--- config.mk ---
export PLATFORM = sky130hd
export DESIGN_NAME = csi2_delay_calib_flat
export DESIGN_NICKNAME = d
export VERILOG_FILES = /design/src/rtl/csi2_csr_pkg.sv /design/src/rtl/csi2_delay_calib_pkg.sv /design/src/rtl/csi2_delay_calib_if.sv /design/src/rtl/csi2_delay_calib_axil_mst.sv /design/src/rtl/csi2_delay_calib.sv /design/src/flat_wrapper.sv
export SDC_FILE = /design/constraint.sdc
export NUM_CORES = 1
export LEC_CHECK = 0
export CORE_AREA = 4 4 135 137
export DETAILED_ROUTE_END_ITERATION = 12
export DIE_AREA = 0 0 139 141
export SLEW_MARGIN = 5
export SYNTH_ARGS = -nofsm -noshare
export SYNTH_HDL_FRONTEND = slang
export SYNTH_SLANG_ARGS = --single-unit
--- constraint.sdc ---
create_clock -name clk_i -period 4.7 [get_ports clk_i]
set_clock_uncertainty 0.15 [all_clocks]
set_input_delay 0.94 -clock clk_i [delete_from_list [all_inputs] [get_ports clk_i]]
set_output_delay 0.94 -clock clk_i [all_outputs]
set_load 0.01 [all_outputs]
--- src/rtl/csi2_csr_pkg.sv ---
`default_nettype none
// ------------------------------------------------------------------
// csi2_csr_pkg : register indices of the CSI2 control/status block
// Rev 1.0
// ------------------------------------------------------------------
package csi2_csr_pkg;

  localparam int unsigned PHY_ENABLE_CR      = 0;
  localparam int unsigned SCCB_SLAVE_ADDR_CR = 1;
  localparam int unsigned LANE_0_DELAY_CR    = 2;
  localparam int unsigned LANE_1_DELAY_CR    = 3;
  localparam int unsigned DELAY_ACT_CR       = 4;
  localparam int unsigned CLEAR_STAT_CR      = 5;
  localparam int unsigned HEADER_ERR_CNT_SR  = 6;
  localparam int unsigned CRC_ERR_CNT_SR     = 7;

endpackage
`default_nettype wire

--- src/rtl/csi2_delay_calib_pkg.sv ---
`default_nettype none
// ------------------------------------------------------------------
// csi2_delay_calib_pkg : FSM states and CSR addressing helper
// Rev 1.0
// ------------------------------------------------------------------
package csi2_delay_calib_pkg;

  localparam int unsigned CSR_WORD_BYTES = 4;

  typedef enum logic [4:0] {
    ST_IDLE     = 5'd0,
    ST_W_L0     = 5'd1,
    ST_W_L1     = 5'd2,
    ST_ACT1     = 5'd3,
    ST_ACT0     = 5'd4,
    ST_SETTLE   = 5'd5,
    ST_CLR1     = 5'd6,
    ST_CLR0     = 5'd7,
    ST_DWELL    = 5'd8,
    ST_RD_HDR   = 5'd9,
    ST_RD_CRC   = 5'd10,
    ST_EVAL     = 5'd11,
    ST_NEXT     = 5'd12,
    ST_FIN_L0   = 5'd13,
    ST_FIN_L1   = 5'd14,
    ST_FIN_ACT1 = 5'd15,
    ST_FIN_ACT0 = 5'd16,
    ST_DONE     = 5'd17
  } calib_state_e;

  function automatic int unsigned csr_byte_addr(input int unsigned idx);
    return idx * CSR_WORD_BYTES;
  endfunction

endpackage
`default_nettype wire

--- src/rtl/csi2_delay_calib_if.sv ---
`default_nettype none
// ------------------------------------------------------------------
// axi4_lite_if : AXI4-Lite bundle with master/slave views
// Rev 1.0
// ------------------------------------------------------------------
interface axi4_lite_if #(
  parameter int ADDR_WIDTH = 8,
  parameter int DATA_WIDTH = 32
);
  logic [ADDR_WIDTH-1:0]   awaddr;
  logic [2:0]              awprot;
  logic                    awvalid;
  logic                    awready;
  logic [DATA_WIDTH-1:0]   wdata;
  logic [DATA_WIDTH/8-1:0] wstrb;
  logic                    wvalid;
  logic                    wready;
  logic [1:0]              bresp;
  logic                    bvalid;
  logic                    bready;
  logic [ADDR_WIDTH-1:0]   araddr;
  logic [2:0]              arprot;
  logic                    arvalid;
  logic                    arready;
  logic [DATA_WIDTH-1:0]   rdata;
  logic [1:0]              rresp;
  logic                    rvalid;
  logic                    rready;

  modport master (
    output awaddr, awprot, awvalid, wdata, wstrb, wvalid, bready,
           araddr, arprot, arvalid, rready,
    input  awready, wready, bresp, bvalid, arready, rdata, rresp, rvalid
  );

  modport slave (
    input  awaddr, awprot, awvalid, wdata, wstrb, wvalid, bready,
           araddr, arprot, arvalid, rready,
    output awready, wready, bresp, bvalid, arready, rdata, rresp, rvalid
  );
endinterface
`default_nettype wire

--- src/rtl/csi2_delay_calib_axil_mst.sv ---
`default_nettype none
// ------------------------------------------------------------------
// csi2_axil_mst : single-outstanding AXI4-Lite master engine
// Rev 1.0
// ------------------------------------------------------------------
module csi2_axil_mst #(
  parameter int ADDR_WIDTH = 8,
  parameter int DATA_WIDTH = 32
) (
  input  logic                  clk_i,
  input  logic                  rst_i,
  input  logic                  wr_req_i,
  input  logic                  rd_req_i,
  input  logic [ADDR_WIDTH-1:0] addr_i,
  input  logic [DATA_WIDTH-1:0] wdata_i,
  output logic                  ack_o,
  output logic [DATA_WIDTH-1:0] rdata_o,
  axi4_lite_if.master           axi
);

  localparam int STRB_W = DATA_WIDTH / 8;

  logic                  busy_q,    busy_d;
  logic                  awvalid_q, awvalid_d;
  logic                  wvalid_q,  wvalid_d;
  logic                  aw_done_q, aw_done_d;
  logic                  w_done_q,  w_done_d;
  logic                  bready_q,  bready_d;
  logic                  arvalid_q, arvalid_d;
  logic                  rready_q,  rready_d;
  logic [ADDR_WIDTH-1:0] addr_q,    addr_d;
  logic [DATA_WIDTH-1:0] wdata_q,   wdata_d;

  logic w_aw_hs, w_w_hs, w_b_hs, w_ar_hs, w_r_hs;
  logic unused_resp;

  assign w_aw_hs = awvalid_q & axi.awready;
  assign w_w_hs  = wvalid_q  & axi.wready;
  assign w_b_hs  = bready_q  & axi.bvalid;
  assign w_ar_hs = arvalid_q & axi.arready;
  assign w_r_hs  = rready_q  & axi.rvalid;

  // Responses are not checked; the sweep outcome reveals a broken CSR path.
  assign unused_resp = ^{axi.bresp, axi.rresp};

  always_comb begin
    busy_d    = busy_q;
    awvalid_d = awvalid_q;
    wvalid_d  = wvalid_q;
    aw_done_d = aw_done_q;
    w_done_d  = w_done_q;
    bready_d  = bready_q;
    arvalid_d = arvalid_q;
    rready_d  = rready_q;
    addr_d    = addr_q;
    wdata_d   = wdata_q;
    if (!busy_q) begin
      if (wr_req_i) begin
        busy_d    = 1'b1;
        awvalid_d = 1'b1;
        wvalid_d  = 1'b1;
        aw_done_d = 1'b0;
        w_done_d  = 1'b0;
        addr_d    = addr_i;
        wdata_d   = wdata_i;
      end else if (rd_req_i) begin
        busy_d    = 1'b1;
        arvalid_d = 1'b1;
        addr_d    = addr_i;
      end
    end else begin
      if (w_aw_hs) begin
        awvalid_d = 1'b0;
        aw_done_d = 1'b1;
      end
      if (w_w_hs) begin
        wvalid_d = 1'b0;
        w_done_d = 1'b1;
      end
      // Address and data may complete in either order or together.
      if (w_b_hs) begin
        bready_d  = 1'b0;
        aw_done_d = 1'b0;
        w_done_d  = 1'b0;
        busy_d    = 1'b0;
      end else if ((aw_done_q | w_aw_hs) & (w_done_q | w_w_hs)) begin
        bready_d = 1'b1;
      end
      if (w_ar_hs) begin
        arvalid_d = 1'b0;
        rready_d  = 1'b1;
      end
      if (w_r_hs) begin
        rready_d = 1'b0;
        busy_d   = 1'b0;
      end
    end
  end

  always_ff @(posedge clk_i or posedge rst_i) begin
    if (rst_i) begin
      busy_q    <= 1'b0;
      awvalid_q <= 1'b0;
      wvalid_q  <= 1'b0;
      aw_done_q <= 1'b0;
      w_done_q  <= 1'b0;
      bready_q  <= 1'b0;
      arvalid_q <= 1'b0;
      rready_q  <= 1'b0;
      addr_q    <= '0;
      wdata_q   <= '0;
    end else begin
      busy_q    <= busy_d;
      awvalid_q <= awvalid_d;
      wvalid_q  <= wvalid_d;
      aw_done_q <= aw_done_d;
      w_done_q  <= w_done_d;
      bready_q  <= bready_d;
      arvalid_q <= arvalid_d;
      rready_q  <= rready_d;
      addr_q    <= addr_d;
      wdata_q   <= wdata_d;
    end
  end

  assign axi.awaddr  = addr_q;
  assign axi.awprot  = 3'b000;
  assign axi.awvalid = awvalid_q;
  assign axi.wdata   = wdata_q;
  assign axi.wstrb   = {STRB_W{1'b1}};
  assign axi.wvalid  = wvalid_q;
  assign axi.bready  = bready_q;
  assign axi.araddr  = addr_q;
  assign axi.arprot  = 3'b000;
  assign axi.arvalid = arvalid_q;
  assign axi.rready  = rready_q;

  // Ack coincides with the final handshake, so rdata is valid alongside it.
  assign ack_o   = w_b_hs | w_r_hs;
  assign rdata_o = axi.rdata;

endmodule
`default_nettype wire

--- src/rtl/csi2_delay_calib.sv ---
`default_nettype none
// ------------------------------------------------------------------
// csi2_delay_calib : sweeps lane IDELAY taps, programs window centre
// Rev 1.0
// ------------------------------------------------------------------
module csi2_delay_calib #(
  parameter int DATA_WIDTH    = 32,
  parameter int ADDR_WIDTH    = 8,
  parameter int TAP_CNT       = 32,
  parameter int SETTLE_CYCLES = 64,
  parameter int DWELL_CYCLES  = 1000000
) (
  input  logic       clk_i,
  input  logic       rst_i,
  input  logic       start_i,
  output logic       busy_o,
  output logic       done_o,
  output logic       fail_o,
  output logic [4:0] best_tap_o,
  output logic [5:0] win_len_o,
  axi4_lite_if.master csr_if
);

  import csi2_csr_pkg::*;
  import csi2_delay_calib_pkg::*;

  localparam int WAIT_MAX = (SETTLE_CYCLES > DWELL_CYCLES) ? SETTLE_CYCLES : DWELL_CYCLES;
  localparam int WAIT_W   = (WAIT_MAX > 1) ? $clog2(WAIT_MAX) : 1;
  localparam logic [WAIT_W-1:0] SETTLE_LAST = WAIT_W'((SETTLE_CYCLES > 0) ? SETTLE_CYCLES - 1 : 0);
  localparam logic [WAIT_W-1:0] DWELL_LAST  = WAIT_W'((DWELL_CYCLES > 0) ? DWELL_CYCLES - 1 : 0);
  localparam logic [4:0] TAP_LAST = 5'(TAP_CNT - 1);

  localparam logic [ADDR_WIDTH-1:0] ADDR_L0  = ADDR_WIDTH'(csr_byte_addr(LANE_0_DELAY_CR));
  localparam logic [ADDR_WIDTH-1:0] ADDR_L1  = ADDR_WIDTH'(csr_byte_addr(LANE_1_DELAY_CR));
  localparam logic [ADDR_WIDTH-1:0] ADDR_ACT = ADDR_WIDTH'(csr_byte_addr(DELAY_ACT_CR));
  localparam logic [ADDR_WIDTH-1:0] ADDR_CLR = ADDR_WIDTH'(csr_byte_addr(CLEAR_STAT_CR));
  localparam logic [ADDR_WIDTH-1:0] ADDR_HDR = ADDR_WIDTH'(csr_byte_addr(HEADER_ERR_CNT_SR));
  localparam logic [ADDR_WIDTH-1:0] ADDR_CRC = ADDR_WIDTH'(csr_byte_addr(CRC_ERR_CNT_SR));

  calib_state_e state_q, state_d;

  logic [4:0]        tap_q,        tap_d;
  logic [5:0]        run_q,        run_d;
  logic [5:0]        best_len_q,   best_len_d;
  logic [4:0]        best_start_q, best_start_d;
  logic              hdr_bad_q,    hdr_bad_d;
  logic              crc_bad_q,    crc_bad_d;
  logic [WAIT_W-1:0] wait_q,       wait_d;
  logic              fail_q,       fail_d;
  logic [4:0]        best_tap_q,   best_tap_d;
  logic [5:0]        win_len_q,    win_len_d;

  logic                  w_wr_req;
  logic                  w_rd_req;
  logic [ADDR_WIDTH-1:0] w_addr;
  logic [DATA_WIDTH-1:0] w_wdata;
  logic                  w_ack;
  logic [DATA_WIDTH-1:0] w_rdata;
  logic [5:0]            w_run_inc;
  logic [4:0]            w_final_tap;

  assign w_run_inc   = run_q + 6'd1;
  // Centre of the window, rounding toward its start for even lengths.
  assign w_final_tap = (best_len_q == 6'd0) ? 5'd0
                     : best_start_q + 5'((best_len_q - 6'd1) >> 1);

  csi2_axil_mst #(
    .ADDR_WIDTH (ADDR_WIDTH),
    .DATA_WIDTH (DATA_WIDTH)
  ) u_mst (
    .clk_i    (clk_i),
    .rst_i    (rst_i),
    .wr_req_i (w_wr_req),
    .rd_req_i (w_rd_req),
    .addr_i   (w_addr),
    .wdata_i  (w_wdata),
    .ack_o    (w_ack),
    .rdata_o  (w_rdata),
    .axi      (csr_if)
  );

  always_ff @(posedge clk_i or posedge rst_i) begin
    if (rst_i) begin
      state_q      <= ST_IDLE;
      tap_q        <= '0;
      run_q        <= '0;
      best_len_q   <= '0;
      best_start_q <= '0;
      hdr_bad_q    <= 1'b0;
      crc_bad_q    <= 1'b0;
      wait_q       <= '0;
      fail_q       <= 1'b0;
      best_tap_q   <= '0;
      win_len_q    <= '0;
    end else begin
      state_q      <= state_d;
      tap_q        <= tap_d;
      run_q        <= run_d;
      best_len_q   <= best_len_d;
      best_start_q <= best_start_d;
      hdr_bad_q    <= hdr_bad_d;
      crc_bad_q    <= crc_bad_d;
      wait_q       <= wait_d;
      fail_q       <= fail_d;
      best_tap_q   <= best_tap_d;
      win_len_q    <= win_len_d;
    end
  end

  always_comb begin
    state_d      = state_q;
    tap_d        = tap_q;
    run_d        = run_q;
    best_len_d   = best_len_q;
    best_start_d = best_start_q;
    hdr_bad_d    = hdr_bad_q;
    crc_bad_d    = crc_bad_q;
    wait_d       = wait_q;
    fail_d       = fail_q;
    best_tap_d   = best_tap_q;
    win_len_d    = win_len_q;
    case (state_q)
      ST_IDLE: if (start_i) begin
        tap_d        = '0;
        run_d        = '0;
        best_len_d   = '0;
        best_start_d = '0;
        hdr_bad_d    = 1'b0;
        crc_bad_d    = 1'b0;
        wait_d       = '0;
        fail_d       = 1'b0;
        state_d      = ST_W_L0;
      end
      ST_W_L0: if (w_ack) state_d = ST_W_L1;
      ST_W_L1: if (w_ack) state_d = ST_ACT1;
      ST_ACT1: if (w_ack) state_d = ST_ACT0;
      ST_ACT0: if (w_ack) begin
        wait_d  = '0;
        state_d = ST_SETTLE;
      end
      ST_SETTLE: begin
        if (wait_q == SETTLE_LAST) state_d = ST_CLR1;
        else                       wait_d  = wait_q + 1'b1;
      end
      ST_CLR1: if (w_ack) state_d = ST_CLR0;
      ST_CLR0: if (w_ack) begin
        wait_d  = '0;
        state_d = ST_DWELL;
      end
      ST_DWELL: begin
        if (wait_q == DWELL_LAST) state_d = ST_RD_HDR;
        else                      wait_d  = wait_q + 1'b1;
      end
      ST_RD_HDR: if (w_ack) begin
        hdr_bad_d = |w_rdata;
        state_d   = ST_RD_CRC;
      end
      ST_RD_CRC: if (w_ack) begin
        crc_bad_d = |w_rdata;
        state_d   = ST_EVAL;
      end
      ST_EVAL: begin
        // Strict compare keeps the earliest window on a length tie.
        if (!hdr_bad_q && !crc_bad_q) begin
          run_d = w_run_inc;
          if (w_run_inc > best_len_q) begin
            best_len_d   = w_run_inc;
            best_start_d = tap_q - run_q[4:0];
          end
        end else begin
          run_d = '0;
        end
        state_d = ST_NEXT;
      end
      ST_NEXT: begin
        if (tap_q == TAP_LAST) begin
          state_d = ST_FIN_L0;
        end else begin
          tap_d   = tap_q + 5'd1;
          state_d = ST_W_L0;
        end
      end
      ST_FIN_L0:   if (w_ack) state_d = ST_FIN_L1;
      ST_FIN_L1:   if (w_ack) state_d = ST_FIN_ACT1;
      ST_FIN_ACT1: if (w_ack) state_d = ST_FIN_ACT0;
      ST_FIN_ACT0: if (w_ack) begin
        best_tap_d = w_final_tap;
        win_len_d  = best_len_q;
        fail_d     = (best_len_q == 6'd0);
        state_d    = ST_DONE;
      end
      ST_DONE: state_d = ST_IDLE;
      default: state_d = ST_IDLE;
    endcase
  end

  always_comb begin
    w_wr_req = 1'b0;
    w_rd_req = 1'b0;
    w_addr   = '0;
    w_wdata  = '0;
    case (state_q)
      ST_W_L0:     begin w_wr_req = 1'b1; w_addr = ADDR_L0;  w_wdata = DATA_WIDTH'(tap_q); end
      ST_W_L1:     begin w_wr_req = 1'b1; w_addr = ADDR_L1;  w_wdata = DATA_WIDTH'(tap_q); end
      ST_ACT1:     begin w_wr_req = 1'b1; w_addr = ADDR_ACT; w_wdata = DATA_WIDTH'(1); end
      ST_ACT0:     begin w_wr_req = 1'b1; w_addr = ADDR_ACT; end
      ST_CLR1:     begin w_wr_req = 1'b1; w_addr = ADDR_CLR; w_wdata = DATA_WIDTH'(1); end
      ST_CLR0:     begin w_wr_req = 1'b1; w_addr = ADDR_CLR; end
      ST_RD_HDR:   begin w_rd_req = 1'b1; w_addr = ADDR_HDR; end
      ST_RD_CRC:   begin w_rd_req = 1'b1; w_addr = ADDR_CRC; end
      ST_FIN_L0:   begin w_wr_req = 1'b1; w_addr = ADDR_L0;  w_wdata = DATA_WIDTH'(w_final_tap); end
      ST_FIN_L1:   begin w_wr_req = 1'b1; w_addr = ADDR_L1;  w_wdata = DATA_WIDTH'(w_final_tap); end
      ST_FIN_ACT1: begin w_wr_req = 1'b1; w_addr = ADDR_ACT; w_wdata = DATA_WIDTH'(1); end
      ST_FIN_ACT0: begin w_wr_req = 1'b1; w_addr = ADDR_ACT; end
      default:     begin w_wr_req = 1'b0; end
    endcase
  end

  assign busy_o     = (state_q != ST_IDLE);
  assign done_o     = (state_q == ST_DONE);
  assign fail_o     = fail_q;
  assign best_tap_o = best_tap_q;
  assign win_len_o  = win_len_q;

endmodule
`default_nettype wire
--- src/flat_wrapper.sv ---
// flat-port wrapper written by rule: the top's interface ports become plain ports
module csi2_delay_calib_flat import csi2_csr_pkg::*; import csi2_delay_calib_pkg::*;
#(
  parameter int DATA_WIDTH    = 32,
  parameter int ADDR_WIDTH    = 8,
  parameter int TAP_CNT       = 32,
  parameter int SETTLE_CYCLES = 64,
  parameter int DWELL_CYCLES  = 1000000
)
  (clk_i, rst_i, start_i, busy_o, done_o, fail_o, best_tap_o, win_len_o, csr_if_awaddr, csr_if_awprot, csr_if_awvalid, csr_if_wdata, csr_if_wstrb, csr_if_wvalid, csr_if_bready, csr_if_araddr, csr_if_arprot, csr_if_arvalid, csr_if_rready, csr_if_awready, csr_if_wready, csr_if_bresp, csr_if_bvalid, csr_if_arready, csr_if_rdata, csr_if_rresp, csr_if_rvalid);
  axi4_lite_if #(.ADDR_WIDTH(ADDR_WIDTH), .DATA_WIDTH(DATA_WIDTH)) csr_if_i ();
  input  logic clk_i;
  input  logic rst_i;
  input  logic start_i;
  output logic busy_o;
  output logic done_o;
  output logic fail_o;
  output logic [4:0] best_tap_o;
  output logic [5:0] win_len_o;
  output wire logic [$bits(csr_if_i.awaddr)-1:0] csr_if_awaddr;
  output wire logic [$bits(csr_if_i.awprot)-1:0] csr_if_awprot;
  output wire logic [$bits(csr_if_i.awvalid)-1:0] csr_if_awvalid;
  output wire logic [$bits(csr_if_i.wdata)-1:0] csr_if_wdata;
  output wire logic [$bits(csr_if_i.wstrb)-1:0] csr_if_wstrb;
  output wire logic [$bits(csr_if_i.wvalid)-1:0] csr_if_wvalid;
  output wire logic [$bits(csr_if_i.bready)-1:0] csr_if_bready;
  output wire logic [$bits(csr_if_i.araddr)-1:0] csr_if_araddr;
  output wire logic [$bits(csr_if_i.arprot)-1:0] csr_if_arprot;
  output wire logic [$bits(csr_if_i.arvalid)-1:0] csr_if_arvalid;
  output wire logic [$bits(csr_if_i.rready)-1:0] csr_if_rready;
  input wire logic [$bits(csr_if_i.awready)-1:0] csr_if_awready;
  input wire logic [$bits(csr_if_i.wready)-1:0] csr_if_wready;
  input wire logic [$bits(csr_if_i.bresp)-1:0] csr_if_bresp;
  input wire logic [$bits(csr_if_i.bvalid)-1:0] csr_if_bvalid;
  input wire logic [$bits(csr_if_i.arready)-1:0] csr_if_arready;
  input wire logic [$bits(csr_if_i.rdata)-1:0] csr_if_rdata;
  input wire logic [$bits(csr_if_i.rresp)-1:0] csr_if_rresp;
  input wire logic [$bits(csr_if_i.rvalid)-1:0] csr_if_rvalid;
  assign csr_if_awaddr = csr_if_i.awaddr;
  assign csr_if_awprot = csr_if_i.awprot;
  assign csr_if_awvalid = csr_if_i.awvalid;
  assign csr_if_wdata = csr_if_i.wdata;
  assign csr_if_wstrb = csr_if_i.wstrb;
  assign csr_if_wvalid = csr_if_i.wvalid;
  assign csr_if_bready = csr_if_i.bready;
  assign csr_if_araddr = csr_if_i.araddr;
  assign csr_if_arprot = csr_if_i.arprot;
  assign csr_if_arvalid = csr_if_i.arvalid;
  assign csr_if_rready = csr_if_i.rready;
  assign csr_if_i.awready = csr_if_awready;
  assign csr_if_i.wready = csr_if_wready;
  assign csr_if_i.bresp = csr_if_bresp;
  assign csr_if_i.bvalid = csr_if_bvalid;
  assign csr_if_i.arready = csr_if_arready;
  assign csr_if_i.rdata = csr_if_rdata;
  assign csr_if_i.rresp = csr_if_rresp;
  assign csr_if_i.rvalid = csr_if_rvalid;
  csi2_delay_calib #(.DATA_WIDTH(DATA_WIDTH), .ADDR_WIDTH(ADDR_WIDTH), .TAP_CNT(TAP_CNT), .SETTLE_CYCLES(SETTLE_CYCLES), .DWELL_CYCLES(DWELL_CYCLES)) u_core (.clk_i(clk_i), .rst_i(rst_i), .start_i(start_i), .busy_o(busy_o), .done_o(done_o), .fail_o(fail_o), .best_tap_o(best_tap_o), .win_len_o(win_len_o), .csr_if(csr_if_i));
endmodule
==> results.tsv <==
metric	value	unit
global route total overflow	0	
IO buf count	69	
H-tree depth	3	
layout cell share with drive strength beyond 1	6.54	%
worst path bufs/invs	1	
fillcell total	1775	
Distinct cells, synth	65	
Worst path slowest cell	dfrtp_1	
WL/cell	13.7	um
Std-Cell Rows	48	
Post-synth ARST share	100	%
TritonCTS clock tree	yes	
mean area per synthesized cell	8.74	sq um
Num CTS Buffers	9	
Seq pwr share	30.7	%
Vias per Instance	4.84	
crit path max fanout	24	
combinational power share	52.2	%
Placer Congestion	0.823	
hold_buf cts	0	
count of final hold-check violations	0	
count of pins over their slew limit	0	
Nets	705	
Final TNS setup	0	ns
post-cts gate resize count	0	
Worst-path clk slew	0.06	ns
width of the die	139	um
Setup Buffers After CTS	0	
unrepaired setup endpoints after global routing	no	
Mapped Area	5060	sq um
Post-DRT Antenna Nets	0	
Worst Path Required	3.61	ns
ys flop type	dfrtp_1	
Max stage delay on crit path	0.81	ns
Power Dens Cells	609	nW/um^2
first-pass GRT wire length	20.2	mm
nature of the critical path endpoint	output pin	
Initial Util	29.7	%
DR iter-0 viols	233	
area growth from synthesis to layout	19.8	%
HPWL after DPL	8.91	mm
Static Leak	0.00257	uW
fin crit share	73.5	%
CP Cell Sequence	nor2b_1, and3_1, clkdlybuf4s50_1	
DR DRC count	0	
worst slew pin tran	1.04	ns
Clk Latency, worst-skew pair	0.34	ns
Die Area	19600	sq um
hold crit path type	reg2reg	
Final min period	3.45	ns
via count of the first global-routing pass	4082	
largest cells by area after synthesis	dfrtp_1 (38%), buf_4 (7.4%), ha_1 (5.2%)	
Yosys warnings	0	
root buf cell	clkbuf_16	
Final Setup Violations	0	
outcome	complete, no violations	
sw frac	44.0	%
synth cell count leaders	dfrtp_1 (77), nand2_1 (64), buf_4 (50)	
cell taking the most area after synthesis	dfrtp_1	
placed cell area	5800	sq um
clock share of power	17.1	%
post-synth top area share	38.1	%
Synth Register Bits	77	
Slew HR	30.9	%
sequential area share after synthesis	38.1	%
# IOs	121	
P_int	2070	uW
clock sink count	77	
initial antenna violation count	0	
f_max	0.290	GHz
Post-Route WL	11.9	mm
clk buf depth	2	
Startpoint Class	flop	
synthesized instance count	579	
pin count of the biggest net entering global routing	59	
Post-synth EDFFs	0	
Max-Cap Viols	0	
GR Util All Layers	12.4	%
core area	17100	sq um
Pwr Total	3690	uW
crit path DAT	2.36	ns
worst ir drop on vdd	0.000275	V
most numerous cell in the Yosys netlist	dfrtp_1	
Inserted Diodes	0	
post-route cell area	6060	sq um
die height	141	um
Setup Crit Path Kind	reg2out	
via count	4199	
critical path's top delay family	flip-flops	
drt pass-1 iters	4	
Psw	1620	uW
==> placed cells by master, fill, tap and decap left out, types with 4 or more instances in the layout <==
| master | synthesis | routed |
|---|---|---|
| mux2_2 | 7 | 7 |
| clkdlybuf4s50_1 | 0 | 69 |
| inv_1 | 24 | 23 |
| nand2b_1 | 5 | 5 |
| a21oi_1 | 21 | 21 |
| nor2b_1 | 5 | 5 |
| buf_4 | 50 | 7 |
| o31ai_1 | 12 | 12 |
| a21o_1 | 6 | 6 |
| nor2_1 | 36 | 36 |
| ha_1 | 21 | 21 |
| and3_1 | 9 | 9 |
| nor3b_1 | 4 | 4 |
| or3_1 | 6 | 6 |
| nand3_1 | 31 | 31 |
| nand2_1 | 64 | 64 |
| xor2_1 | 7 | 7 |
| nor4_1 | 27 | 26 |
| nor3_1 | 13 | 13 |
| clkinv_2 | 0 | 4 |
| a31oi_1 | 8 | 8 |
| xnor2_1 | 21 | 21 |
| conb_1 | 2 | 47 |
| o21ai_0 | 33 | 33 |
| clkbuf_16 | 0 | 9 |
| nand4_1 | 11 | 11 |
| dfrtp_1 | 77 | 77 |
| o21bai_1 | 5 | 5 |
==> routing by layer <==
layer	routed length [um]	GRT usage [%]	vias to the layer above
li1	-	-	2094
met4	258	5.10	0
met5	0	0	-
met2	5230	19.0	129
met1	5740	17.2	1958
met3	647	2.48	18
==> state kept, by name, summed over array words and instances (netlist names), 3 cells and up <==
register and cells:
u_core.run_q 6, u_core.win_len_o 6, u_core.best_start_q 5, u_core.best_tap_o 5, u_core.best_len_q 6, u_core.tap_q 5
u_core.u_mst.axi.araddr 3, u_core.u_mst.axi.wdata 5, u_core.state_q 5, u_core.wait_q 20
==> power by group through the flow <==
| stage | clock network [uW] | registers (uW) | logic [uW] |
|---|---|---|---|
| global route | 686 | 1180 | 2210 |
| CTS | 653 | 1130 | 1950 |
| floorplan | 0 | 1030 | 1480 |
| detailed placement | 0 | 1140 | 1930 |
| finish | 632 | 1130 | 1930 |
| global placement | 0 | 1140 | 1910 |
==> path summary, 6_finish.rpt <==
| check | start | slack (ns) | depth (start not counted) | end |
|---|---|---|---|---|
| max | u_core.state_q[0] | 1.25 | 3 | done_o |
| min | u_core.u_mst.axi.wdata[0] | 0.32 | 2 | u_core.u_mst.axi.wdata[0] |
| max reg2reg | u_core.run_q[0] | 1.72 | 10 | u_core.best_start_q[4] |
| min reg2reg | u_core.u_mst.axi.wdata[0] | 0.32 | 2 | u_core.u_mst.axi.wdata[0] |
| max in group asynchronous | rst_i | 2.60 | 3 | u_core.best_len_q[4] |
| min in group asynchronous | rst_i | 0.98 | 2 | u_core.tap_q[1] |
==> cell type report <==
type                    count  area [sq um]  share of cell area, %
inverters                  25          95.1                   1.57
well taps                 225           282                   4.64
repair buffers             76           743                   12.3
multi-input cells         449          2750                   45.4
clock inverters             6          40.0                  0.661
clock buffers               9           225                   3.72
flip-flops and latches     77          1930                   31.8
==> worst reg2reg max path, stage by stage (launching register included) <==
cell and delay (ns):
dfrtp_1 0.49, ha_1 0.28, nand3_1 0.11, xnor2_1 0.26
ha_1 0.30, and4_1 0.23, a221oi_1 0.30, a311oi_2 0.08
buf_4 0.21, nor2_1 0.11, mux2_2 0.34
==> kinds of logic (layout without fill, tap and decap cells) <==
logic type	Yosys count	count (layout)	synth area share, %
other cells	2	47	0.148
compound gates	113	113	14.6
xor+xnor	28	28	4.85
simple gates	229	229	23.2
flops	77	77	38.1
buf+inv	98	116	11.2
fa+ha+maj	23	23	5.98
mux	9	9	1.95
==> stage by stage <==
| stage | hold slack (ns) | setup WS, ns | util, % | instances |
|---|---|---|---|---|
| after floorplan | 0.342 | 1.64 | - | 624 |
| after global placement | 0.313 | 1.19 | 34.0 | 852 |
| after detailed placement | 0.320 | 1.17 | 34.0 | 852 |
| after CTS | 0.333 | 1.24 | 35.5 | 867 |
| after global routing | 0.351 | 1.15 | 35.5 | 867 |
| final | 0.324 | 1.25 | 35.5 | 867 |
Note: power is estimated with default switching activity, not from simulation.
==> patch: new RTL, same settings <==
`DWELL_CYCLES` is set to 1000000 in 2 places; all go to 4000000.
--- a/src/rtl/csi2_delay_calib.sv
+++ b/src/rtl/csi2_delay_calib.sv
@@ -9,5 +9,5 @@
   parameter int TAP_CNT       = 32,
   parameter int SETTLE_CYCLES = 64,
-  parameter int DWELL_CYCLES  = 1000000
+  parameter int DWELL_CYCLES  = 4000000
 ) (
   input  logic       clk_i,
--- a/src/flat_wrapper.sv
+++ b/src/flat_wrapper.sv
@@ -6,5 +6,5 @@
   parameter int TAP_CNT       = 32,
   parameter int SETTLE_CYCLES = 64,
-  parameter int DWELL_CYCLES  = 1000000
+  parameter int DWELL_CYCLES  = 4000000
 )
   (clk_i, rst_i, start_i, busy_o, done_o, fail_o, best_tap_o, win_len_o, csr_if_awaddr, csr_if_awprot, csr_if_awvalid, csr_if_wdata, csr_if_wstrb, csr_if_wvalid, csr_if_bready, csr_if_araddr, csr_if_arprot, csr_if_arvalid, csr_if_rready, csr_if_awready, csr_if_wready, csr_if_bresp, csr_if_bvalid, csr_if_arready, csr_if_rdata, csr_if_rresp, csr_if_rvalid);
Formal check against the unedited RTL: no difference found for any inputs over 10 cycles, from zero or initial values and one cycle with rst_i high; that may be too few to reach the edited logic, so the function may still have changed.
==> patch against the unedited design <==
Setup slack gained 0.034 ns; cell area up 2.6%; critical path depth increased by 4; die area unchanged; synthesized area grew 3.8%; routed wire length rose by 2.7%; total power is 9.1% lower; core utilization is 0.92 points higher; sequential cell count grew 2; maximum frequency increased by 1.0%; worst hold slack got worse by 0.0062 ns.
==> patch: results (changes against the unedited design) <==
[yosys]
netlist_top_cells_area=dfrtp_1 (38%), buf_4 (7.4%), ha_1 (5.0%)  ; was dfrtp_1 (38%), buf_4 (7.4%), ha_1 (5.2%)
yosys-top-cells-count=dfrtp_1 (79), nand2_1 (61), buf_4 (52)  ; was dfrtp_1 (77), nand2_1 (64), buf_4 (50)
ys_types=73  ; was 65
synthArstFlopShare_pct=100  ; unchanged
seq_area_frac_synth_pct=37.6  ; was 38.1%
ys.flop_type=dfrtp_1  ; unchanged
ys_warn_count=0  ; unchanged

[global_route]
grt_usage_pct=12.6  ; was 12.4%
grt_pass1_vias=4069  ; was 4082
grt_antenna_before_repair=0  ; unchanged
grt_pass1_wl_mm=20.3  ; was 20.2 mm
grt_max_degree=43  ; was 59

[power_and_ir_drop]
power.leakage_nw=2.80  ; was 2.57 nW
ir_worst_vdd_mv=0.235  ; was 0.275 mV
p_switching_mw=1.45  ; was 1.62 mW

[routing]
vias_per_cell=4.80  ; was 4.84
wl_per_cell_um=14.0  ; was 13.7 um
drtPass1Iterations=4  ; unchanged
drt_iter0_drc=287  ; was 233

[cts]
postCtsResizedCells=0  ; unchanged
cts-root-buf=clkbuf_16  ; unchanged
cts_made_buffers=9  ; unchanged
post_cts.repair.setup_buffers=0  ; unchanged
ctsLongestPathBuffers=2  ; unchanged
clk_pin_slew_ns=0.06  ; about the same
ctsHtreeMaxLevel=3  ; unchanged
clkLatencyLatePin_ns=0.34  ; about the same
cts_sinks=79  ; was 77

[placed_design]
placed_area_um2=5930  ; was 5800 um2
place_hpwl_mm=9.16  ; was 8.91 mm
routabilityCongestion=0.760  ; was 0.823
io_buffers=69  ; unchanged

[sta]
setup_tns_ns=0  ; unchanged
tightest_slew_ns=0.732  ; was 1.04 ns

[critical_path]
critPathMaxFanout=19  ; was 24

[cells_and_area]
largest_register_ffs=22  ; was 20
drive_above_1_share_pct=7.24  ; was 6.54%
regMostFlops=u_core.wait_q  ; unchanged
final_nets=712  ; was 705
fillers=1786  ; was 1775
diodes=0  ; unchanged

[status]
status=completed  ; unchanged

[hold_path]
hp-class=reg2reg  ; unchanged

-- patch: routing by layer --
layer	routed length, um	GRT usage [%]	share of wire [%]	vias up
li1	-	-	-	2099
met1	5560	16.8	46	1996
met2	5960	20.4	49	95
met3	538	2.95	4.4	8
met4	131	4.38	1.1	0
met5	0	0	0	-
-- patch: logic make-up after synthesis --
family                     synth area share, %
buffers and inverters                     12.1
DFF                                       37.6
muxes                                     2.69
and+or+nand+nor                           22.9
adders and majority gates                 5.76
xor gates and xnor gates                  4.65
other                                    0.143
AOI/OAI and AO/OA                         14.2
-- patch: final timing paths --
path | startpoint | endpoint | slack [ns] | depth (start not counted)
max | u_core.state_q[0]$_DFFE_PP0P_ | u_core.best_start_q[3]$_DFFE_PP0P_ | 1.28 | 7
min | u_core.best_tap_o[0]$_DFFE_PP0P_ | u_core.best_tap_o[0]$_DFFE_PP0P_ | 0.32 | 2
max reg2reg | u_core.state_q[0]$_DFFE_PP0P_ | u_core.best_start_q[3]$_DFFE_PP0P_ | 1.28 | 7
min reg2reg | u_core.best_tap_o[0]$_DFFE_PP0P_ | u_core.best_tap_o[0]$_DFFE_PP0P_ | 0.32 | 2
max in group asynchronous | rst_i | u_core.run_q[0]$_DFFE_PP0P_ | 2.76 | 3
min in group asynchronous | rst_i | u_core.u_mst.axi.awvalid$_DFFE_PP0P_ | 0.88 | 2
-- patch: cell type report --
cell class	instances	area (um2)	area share (%)
flip-flops and latches	79	1980	31.8
clock inverters	3	17.5	0.282
repair buffers	77	751	12.1
inverters	30	114	1.83
clock buffers	12	267	4.29
well taps	225	282	4.53
multi-input cells	448	2810	45.2
-- patch: worst max-delay path, stage by stage, from the launching register on --
cell,delay [ns]
dfrtp_1,0.75
and2b_1,0.25
nand4_1,0.46
or3_1,0.60
a311oi_2,0.23
buf_4,0.20
or2_1,0.28
mux2_2,0.37
-- patch: metrics by stage --
stage / cells / setup slack [ns] / util (%)
2_1_floorplan: 629 / 1.59 / -
3_3_place_gp: 859 / 1.37 / 34.8
3_5_place_dp: 859 / 1.31 / 34.8
4_1_cts: 874 / 1.30 / 36.5
5_1_grt: 874 / 1.03 / 36.5
6_report: 874 / 1.28 / 36.5
-- patch: power by group through the flow --
stage	clock network (mW)	registers [mW]	logic, mW
floorplan	0	0.948	1.35
global placement	0	0.979	1.70
CTS	0.692	0.968	1.73
detailed placement	0	0.980	1.73
finish	0.670	0.967	1.72
global route	0.725	0.992	1.94
